$ cat src/rtl/line_fill_buffer.sv
// line_fill_buffer: fetches one cache line from main memory as a series of
// narrow read beats and presents the assembled line to the cache for refill.
// Only one miss is outstanding at a time.
// Optional feature macro: LINE_FILL_CRITICAL_WORD_FIRST_EN
//   defined   -> the fetch starts at the beat holding miss_addr and wraps.
//   undefined -> the fetch always starts at beat 0.
// The fill_data layout is the same in both builds.
module line_fill_buffer #(
    parameter int unsigned ADDR_WIDTH      = 32,
    parameter int unsigned CACHELINE_WIDTH = 128,
    parameter int unsigned MEM_DATA_WIDTH  = 32
) (
    input  logic                       clk,
    input  logic                       rst,
    input  logic                       miss_valid,
    output logic                       miss_ready,
    input  logic [ADDR_WIDTH-1:0]      miss_addr,
    output logic                       mem_rd_valid,
    input  logic                       mem_rd_ready,
    output logic [ADDR_WIDTH-1:0]      mem_rd_addr,
    input  logic                       mem_rdata_valid,
    input  logic [MEM_DATA_WIDTH-1:0]  mem_rdata,
    output logic                       fill_valid,
    input  logic                       fill_ready,
    output logic [ADDR_WIDTH-1:0]      fill_addr,
    output logic [CACHELINE_WIDTH-1:0] fill_data,
    output logic                       busy
);

    localparam int unsigned BEATS     = CACHELINE_WIDTH / MEM_DATA_WIDTH;
    localparam int unsigned BEAT_W    = $clog2(BEATS);
    localparam int unsigned BYTE_W    = $clog2(MEM_DATA_WIDTH / 8);
    localparam int unsigned LINE_MASK = (CACHELINE_WIDTH / 8) - 1;

    typedef enum logic [1:0] {
        IDLE = 2'd0,
        REQ  = 2'd1,
        RECV = 2'd2,
        FILL = 2'd3
    } state_e;

    state_e                       state_q, state_d;
    logic [ADDR_WIDTH-1:0]        line_addr_q, line_addr_d;
    logic [ADDR_WIDTH-1:0]        rd_addr_q, rd_addr_d;
    logic [BEAT_W-1:0]            beat_idx_q, beat_idx_d;
    logic [BEAT_W-1:0]            beat_cnt_q, beat_cnt_d;
    logic [CACHELINE_WIDTH-1:0]   line_q, line_d;
    logic                         miss_ready_q, mem_rd_valid_q, fill_valid_q, busy_q;
    logic [ADDR_WIDTH-1:0]        aligned_addr_c;
    logic [BEAT_W-1:0]            start_idx_c;

    // Byte offset of a beat within the line.
    function automatic logic [ADDR_WIDTH-1:0] beat_offset(input logic [BEAT_W-1:0] idx);
        return ADDR_WIDTH'(idx) << BYTE_W;
    endfunction

    assign aligned_addr_c = miss_addr & ~ADDR_WIDTH'(LINE_MASK);

`ifdef LINE_FILL_CRITICAL_WORD_FIRST_EN
    assign start_idx_c = miss_addr[BYTE_W +: BEAT_W];
`else
    assign start_idx_c = '0;
`endif

    // Next-state, beat sequencing and line assembly.
    always_comb begin
        state_d     = state_q;
        line_addr_d = line_addr_q;
        rd_addr_d   = rd_addr_q;
        beat_idx_d  = beat_idx_q;
        beat_cnt_d  = beat_cnt_q;
        line_d      = line_q;
        unique case (state_q)
            IDLE: begin
                if (miss_valid) begin
                    line_addr_d = aligned_addr_c;
                    beat_idx_d  = start_idx_c;
                    beat_cnt_d  = '0;
                    line_d      = '0;
                    rd_addr_d   = aligned_addr_c + beat_offset(start_idx_c);
                    state_d     = REQ;
                end
            end
            REQ: begin
                if (mem_rd_ready) begin
                    state_d = RECV;
                end
            end
            RECV: begin
                if (mem_rdata_valid) begin
                    for (int k = 0; k < int'(BEATS); k++) begin
                        if (beat_idx_q == BEAT_W'(k)) begin
                            line_d[k*MEM_DATA_WIDTH +: MEM_DATA_WIDTH] = mem_rdata;
                        end
                    end
                    beat_idx_d = beat_idx_q + BEAT_W'(1);
                    beat_cnt_d = beat_cnt_q + BEAT_W'(1);
                    rd_addr_d  = line_addr_q + beat_offset(beat_idx_q + BEAT_W'(1));
                    if (beat_cnt_q == BEAT_W'(BEATS - 1)) begin
                        state_d = FILL;
                    end else begin
                        state_d = REQ;
                    end
                end
            end
            FILL: begin
                if (fill_ready) begin
                    state_d = IDLE;
                end
            end
            default: state_d = IDLE;
        endcase
    end

    // State, datapath and registered handshake outputs.
    always_ff @(posedge clk or posedge rst) begin
        if (rst) begin
            state_q        <= IDLE;
            line_addr_q    <= '0;
            rd_addr_q      <= '0;
            beat_idx_q     <= '0;
            beat_cnt_q     <= '0;
            line_q         <= '0;
            miss_ready_q   <= 1'b1;
            mem_rd_valid_q <= 1'b0;
            fill_valid_q   <= 1'b0;
            busy_q         <= 1'b0;
        end else begin
            state_q        <= state_d;
            line_addr_q    <= line_addr_d;
            rd_addr_q      <= rd_addr_d;
            beat_idx_q     <= beat_idx_d;
            beat_cnt_q     <= beat_cnt_d;
            line_q         <= line_d;
            miss_ready_q   <= (state_d == IDLE);
            mem_rd_valid_q <= (state_d == REQ);
            fill_valid_q   <= (state_d == FILL);
            busy_q         <= (state_d != IDLE);
        end
    end

    assign miss_ready   = miss_ready_q;
    assign mem_rd_valid = mem_rd_valid_q;
    assign mem_rd_addr  = rd_addr_q;
    assign fill_valid   = fill_valid_q;
    assign fill_addr    = line_addr_q;
    assign fill_data    = line_q;
    assign busy         = busy_q;

endmodule

$ cat config.mk
export PLATFORM = sky130hd
export DESIGN_NAME = line_fill_buffer
export DESIGN_NICKNAME = d
export VERILOG_FILES = /design/src/rtl/line_fill_buffer.sv
export SDC_FILE = /design/constraint.sdc
export NUM_CORES = 1
export LEC_CHECK = 0
export BUFFER_PORTS_ARGS = -buffer_cell sky130_fd_sc_hd__clkbuf_2
export CAP_MARGIN = 5
export CORE_MARGIN = 8
export CORE_UTILIZATION = 25
export DETAILED_ROUTE_END_ITERATION = 8
export PLACE_DENSITY_LB_ADDON = 0.05
export SYNTH_ARGS = -nofsm -noshare
export SYNTH_HDL_FRONTEND = slang
export SYNTH_SLANG_ARGS = --single-unit
$ cat constraint.sdc
create_clock -name clk -period 6.7 [get_ports clk]
set_input_delay 1.005 -clock clk [delete_from_list [all_inputs] [get_ports clk]]
set_output_delay 1.005 -clock clk [all_outputs]
set_load 0.05 [all_outputs]
==> metrics.md, run 1 <==
| Metric | Value |
|---|---|
| Adder-Cell Fraction of Synth Area | `0.00797` |
| Status | `complete, no violations` |
| Clock Latency Late Sink | `0.43 ns` |
| Die area | `0.0373 mm2` |
| Clock sinks | `194` |
| Simple-gate share of the synthesized area | `0.0182` |
| Crit Path Class | `input pin to flip-flop` |
| Post-cts resize count | `0` |
| Root buffer cell | `clkbuf_16` |
| Largest family of logic cells by synthesized area | `compound AO/OA/AOI/OAI gates` |
| Via density per instance | `4.90` |
| N_diodes | `0` |
| Post-synthesis sequential area ratio | `0.619` |
| Drt drc | `0` |
| Tightest Hold Check Type | `flip-flop to flip-flop` |
| Yosys reg bits | `194` |
| Initial Util | `0.251` |
| Die height | `193 um` |
| Netlist cell types | `32` |
| Worst path required time | `7.01 ns` |
| Pre-CTS setup slack | `3.48 ns` |
| Clk_skew | `0.0116 ns` |
| Final core utilization | `0.322` |
| IO Port Bufs | `255` |
| First-pass GRT wire length | `40,300 um` |
| Detailed Routing Iterations Pass 1 | `4` |
| MaxCap Viol Count | `0` |
| CTS tree | `yes` |
| Pins Over Slew Limit | `0` |
| Total number of vias | `5,694` |
| Core area | `0.0312 mm2` |
| Period utilisation layout | `0.404` |
| Routed len/inst | `22.4 um` |
| Setup TNS | `0 ns` |
| Multiplexer share of the synthesized area | `0.127` |
| RSZ-0062 raised after global routing | `false` |
| Num ports | `266` |
| FF-to-FF path depth | `5` |
| Fin crit period | `2.70 ns` |
| Final-report hold violation count | `0` |
| Global route total overflow | `0` |
| Peak fanout along the critical path | `23` |
| Share of cells above drive strength 1 | `0.490` |
| Cts hold-fix bufs | `0` |
| Clk pin slew, worst setup/hold paths | `0.07 ns` |
| Setup ws final | `4.00 ns` |
| CTS Buf Count | `17` |
| Max Fclk | `370 MHz` |
| Chip width | `193 um` |
| Initial DRC count | `271` |
| # setup viols final | `0` |
| Worst r2r src | `state_q[1]` |
| Setup Buffers After CTS | `0` |
| Clock Path Buffers | `2` |
| Post-DP HPWL | `17,200 um` |
| Hold_sp | `fill_data[13]` |
| # H-tree levels | `4` |
| Setup crit start | `miss_valid` |
| Nature of the critical path endpoint | `flip-flop` |
| Avg Cell Area, Syn | `15.2 um2` |
| Row count | `65` |
| Total global-route track usage | `0.138` |
| # nets final | `823` |
| Routed WL | `26,100 um` |
| FF-to-FF setup slack | `4.06 ns` |
| FF/Latch Area | `0.00486 mm2` |
| Largest net degree at the start of global routing | `114` |
| Worst Setup Start Kind | `input pin` |
| Combined area of the multi-input logic cells | `0.00271 mm2` |
| Arrival time at the worst endpoint | `3.01 ns` |
| Xor-xnor portion of the synthesized cell area | `0` |
| Vias in the first global route | `6,231` |
| Area of the mapped netlist | `0.00785 mm2` |
| Worst slew pin tran | `1.19 ns` |
| Compound-gate portion of the synthesized area | `0.181` |
| Initial antenna violation count | `3` |
| RePlAce Congestion | `0.718` |
| FF-to-FF End | `fill_data[65]` |
| Worst setup endpoint | `fill_data[65]` |
| Fillers | `3,209` |
| Warnings, synthesis | `0` |
| Slew HR | `0.204` |
| Post-Syn Instances | `518` |
| Area delta synth->final | `28.1%` |
| Antenna viol nets, final | `0` |
[sequential cells by signal, summed over array words and instances (netlist names)]
signal and cells:
fill_addr 28, mem_rd_addr 29, mem_rd_valid 1, fill_valid 1
state_q 2, beat_cnt_q 2, beat_idx_q 1, fill_data 128
busy 1, miss_ready 1
[worst min-delay path by stage]
stage	endpoint	cells after the start	slack, ns
5_1_grt	fill_data[10]	1	0.51
6_report	fill_data[13]	1	0.49
2_1_floorplan	beat_cnt_q[1]	2	0.47
3_5_place_dp	mem_rd_addr[4]	1	0.48
4_1_cts	fill_data[13]	1	0.50
3_3_place_gp	fill_data[123]	1	0.47
[placed cells by master (no fill, tap or decap), drive strengths merged, types with 2 or more instances in the layout]
cell and n:
a22o 2, a31oi 4, a32o 128, and2 2, buf 8, clkbuf 273
clkinv 5, conb 6, dfrtp 193, ha 5, inv 16, mux2 84
mux2i 3, nand2 5, nand2b 2, nand4 2, nor2 5, nor2b 2
nor3b 2, o21ai 7
[cell type report]
| type | count | area share |
|---|---|---|
| Sequential cell | 194 | 0.483 |
| Multi-Input combinational cell | 264 | 0.270 |
| Timing Repair Buffer | 263 | 0.133 |
| Tap cell | 402 | 0.0500 |
| Clock buffer | 18 | 0.0427 |
| Clock inverter | 14 | 0.0183 |
| Inverter | 8 | 0.00373 |
[Yosys cell counts, drive strengths merged]
cell type,count,area share
nor2,5,0.0033
nand3b,1,0.00096
o21bai,1,0.0014
nor2b,2,0.0026
and3,1,0.00080
a22o,2,0.0022
buf,57,0.043
a31oi,4,0.0064
conb,1,0.00048
dfrtp,193,0.62
nand4,2,0.0016
inv,8,0.0038
mux2i,3,0.0038
mux2,84,0.12
nor3b,2,0.0033
nand2,5,0.0024
mux4,1,0.0029
a32o,128,0.16
nand2b,2,0.0016
o31ai,1,0.00096
ha,5,0.0080
o21ai,7,0.0064
dfstp,1,0.0033
and2,2,0.0016
[metrics by stage]
step           instance area (um2)  cells  hold slack, ns
2_1_floorplan                 7870    523           0.471
5_1_grt                      10100   1163           0.510
3_3_place_gp                  9440   1131           0.472
6_report                     10100   1163           0.494
4_1_cts                      10100   1163           0.499
3_5_place_dp                  9440   1131           0.478
[worst max-delay path, stage by stage]
cell and delay (ns):
clkbuf_2 0.17, nor3b_4 0.57, buf_4 0.51, a31oi_4 0.16, buf_4 0.32, a32o_1 0.25
[cell families after synthesis]
logic type	Yosys count
flops	194
other cells	1
compound gates	143
mux	88
buf+inv	65
fa+ha+maj	5
simple gates	22
[routing by layer]
layer	wire [um]	up-vias	GRT usage	part of all wire
met5	28	-	0	0.0011
met3	2150	19	0.0533	0.082
met4	243	6	0.0385	0.0093
met1	11700	2968	0.177	0.45
li1	-	2492	-	-
met2	11900	209	0.215	0.46
Power of run 1 is not shown: default switching activity piles up to over one toggle a cycle in this logic, so the estimate is an artifact.
==> run 2, diff against run 1 <==
Clock period 6.7 ns to 2.7 ns, I/O delays scaled along.
==> run 2 against run 1 <==
Effect of this change: global-route usage shrank 0.088 points; clock skew grew 0.0063 ns; non-clock buffer count grew 13; sequential cell count is the same; cell area grew 1.5%; clock-buffer cell count is the same; critical path depth shrank 2; core utilization grew 0.48 points; wire length shrank 0.56%; hold slack lost 0.42 ns; register-to-register slack lost 3.5 ns; critical endpoint is now fill_data[105]; largest cell class unchanged; highest routed layer unchanged.
==> metrics.md, run 2 (synthesis gave the netlist of run 1 again) <==
| Metric | Value |
|---|---|
| Die area | `0.0373 mm2 (unchanged)` |
| Peak fanout along the critical path | `20 (was 23)` |
| Buffers & Inverters on Critical Path | `1 (was 3)` |
| Routed len/inst | `22.0 um (was 22.4 um)` |
| Final-report hold violation count | `0 (unchanged)` |
| FF-to-FF End | `fill_data[105] (was fill_data[65])` |
| # nets final | `836 (was 823)` |
| Period utilisation layout | `0.785` |
| Worst path required time | `3.06 ns (was 7.01 ns)` |
| Total number of vias | `5,766 (was 5,694)` |
| Vias in the first global route | `6,292 (was 6,231)` |
| # setup viols final | `0 (unchanged)` |
| Pins Over Slew Limit | `0 (unchanged)` |
| Slowest CP cell | `a31oi_4 (was nor3b_4)` |
| # H-tree levels | `4 (unchanged)` |
| Global route total overflow | `0 (unchanged)` |
| Most frequent cells in the layout | `255 x clkbuf_2, 193 x dfrtp_1, 128 x a32o_1 (unchanged)` |
| CTS Buf Count | `17 (unchanged)` |
| Detailed Routing Iterations Pass 1 | `4 (unchanged)` |
| Tightest Hold Check Type | `input pin to async pin (was flip-flop to flip-flop)` |
| Initial Util | `0.251 (unchanged)` |
| Total global-route track usage | `0.137 (was 0.138)` |
| Area delta synth->final | `30.0% (was 28.1%)` |
| Share of cells above drive strength 1 | `0.500 (was 0.490)` |
| N_diodes | `0 (unchanged)` |
| FF-to-FF path depth | `4 (was 5)` |
| RSZ-0062 raised after global routing | `false (unchanged)` |
| Crit Path Class | `flip-flop to flip-flop (was input pin to flip-flop)` |
| RePlAce Congestion | `0.703 (was 0.718)` |
| Slowest Stage Delay on Critical Path | `0.74 ns (was 0.57 ns)` |
| Worst slew pin tran | `0.833 ns (was 1.19 ns)` |
| Commonest non-fill, non-tap cell in the layout | `clkbuf_2 (unchanged)` |
| Clock Latency Late Sink | `0.43 ns (about the same)` |
| Max Fclk | `472 MHz` |
| Root buffer cell | `clkbuf_16 (unchanged)` |
| MaxCap Viol Count | `0 (unchanged)` |
| Status | `complete, no violations (unchanged)` |
| Clk_skew | `0.0180 ns (was 0.0116 ns)` |
| Pre-CTS setup slack | `0.492 ns (was 3.48 ns)` |
| Critical-path cell list | `and2_1 -> a31oi_4 -> buf_4 -> a32o_1 (was clkbuf_2 -> nor3b_4 -> buf_4 -> a31oi_4 -> buf_4 -> a32o_1)` |
| Cts hold-fix bufs | `0 (unchanged)` |
| Num ports | `266 (unchanged)` |
| Die height | `193 um (unchanged)` |
| Clock Path Buffers | `2 (unchanged)` |
| Largest delay share family, worst path | `compound AO/OA/AOI/OAI gates (was buffers and inverters)` |
| Slew HR | `0.445 (was 0.204)` |
| Worst Setup Start Kind | `flip-flop (was input pin)` |
| Setup ws final | `0.580 ns (was 4.00 ns)` |
| Setup crit start | `state_q[1] (was miss_valid)` |
| First-pass GRT wire length | `40,300 um (about the same)` |
| Row count | `65 (unchanged)` |
| Routed WL | `25,900 um (was 26,100 um)` |
| CTS tree | `yes (unchanged)` |
| FF-to-FF setup slack | `0.58 ns (was 4.06 ns)` |
| Max reg flops | `128 (unchanged)` |
| Clock sinks | `194 (unchanged)` |
| Antenna viol nets, final | `0 (unchanged)` |
| Nature of the critical path endpoint | `flip-flop (unchanged)` |
| Worst r2r src | `state_q[1] (unchanged)` |
| Chip width | `193 um (unchanged)` |
| Via density per instance | `4.90 (about the same)` |
| Initial DRC count | `279 (was 271)` |
| Fin crit period | `2.12 ns` |
| Core area | `0.0312 mm2 (unchanged)` |
| Initial antenna violation count | `1 (was 3)` |
| Fillers | `3,158 (was 3,209)` |
| Largest net degree at the start of global routing | `125 (was 114)` |
| IO Port Bufs | `255 (unchanged)` |
| Clk pin slew, worst setup/hold paths | `0.09 ns (was 0.07 ns)` |
| Post-cts resize count | `0 (unchanged)` |
| Arrival time at the worst endpoint | `2.48 ns (was 3.01 ns)` |
| Post-DP HPWL | `17,800 um (was 17,200 um)` |
| Setup Buffers After CTS | `0 (unchanged)` |
| Drt drc | `0 (unchanged)` |
run 2: cell count changes in the layout (fill, tap and decap cells not counted), sizes merged:
cell,delta
bufinv,-1
inv,-2
clkinv,+2
buf,+13
clkinvlp,+1
run 2: worst max path at each step:
stage	end	cells after the start
after floorplan	beat_cnt_q[0]	1
after global placement	fill_data[122]	5
after detailed placement	fill_data[68]	5
after CTS	fill_data[72]	4
after global routing	fill_data[104]	4
final	fill_data[105]	4
run 2: area by class of cell:
cell class                 instances  area [um2]  share of cell area
tap                              402         503              0.0493
clock inverter                    14         180              0.0177
inverter                           8        33.8             0.00331
clock buffer                      18         439              0.0430
timing repair buffer             276        1480               0.145
multi-input combinational        264        2710               0.266
sequential                       194        4860               0.476
run 2: worst min-delay path: stages:
cell and delay [ns]:
clkbuf_2 0.10, clkinvlp_4 0.10, buf_12 0.33
run 2: metrics by stage:
step / hold slack [ns] / instance area, um2 / utilization / std cells / TNS (ns)
6_report: 0.0741 / 10200 / 0.327 / 1176 / 0
5_1_grt: 0.149 / 10200 / 0.327 / 1176 / 0
4_1_cts: 0.135 / 10200 / 0.327 / 1176 / 0
3_5_place_dp: 0.478 / 9590 / 0.307 / 1144 / 0
3_3_place_gp: 0.471 / 9590 / 0.307 / 1144 / 0
2_1_floorplan: 0.471 / 7870 / - / 523 / -40.26
run 2: routing by layer:
metal | up-vias | GRT usage | wire length (um)
li1 | 2521 | - | -
met1 | 3016 | 0.173 | 11500
met2 | 205 | 0.220 | 12100
met3 | 22 | 0.0500 | 1970
met4 | 2 | 0.0362 | 361
met5 | - | 0 | 13
Power of run 2 is left out for the same reason.
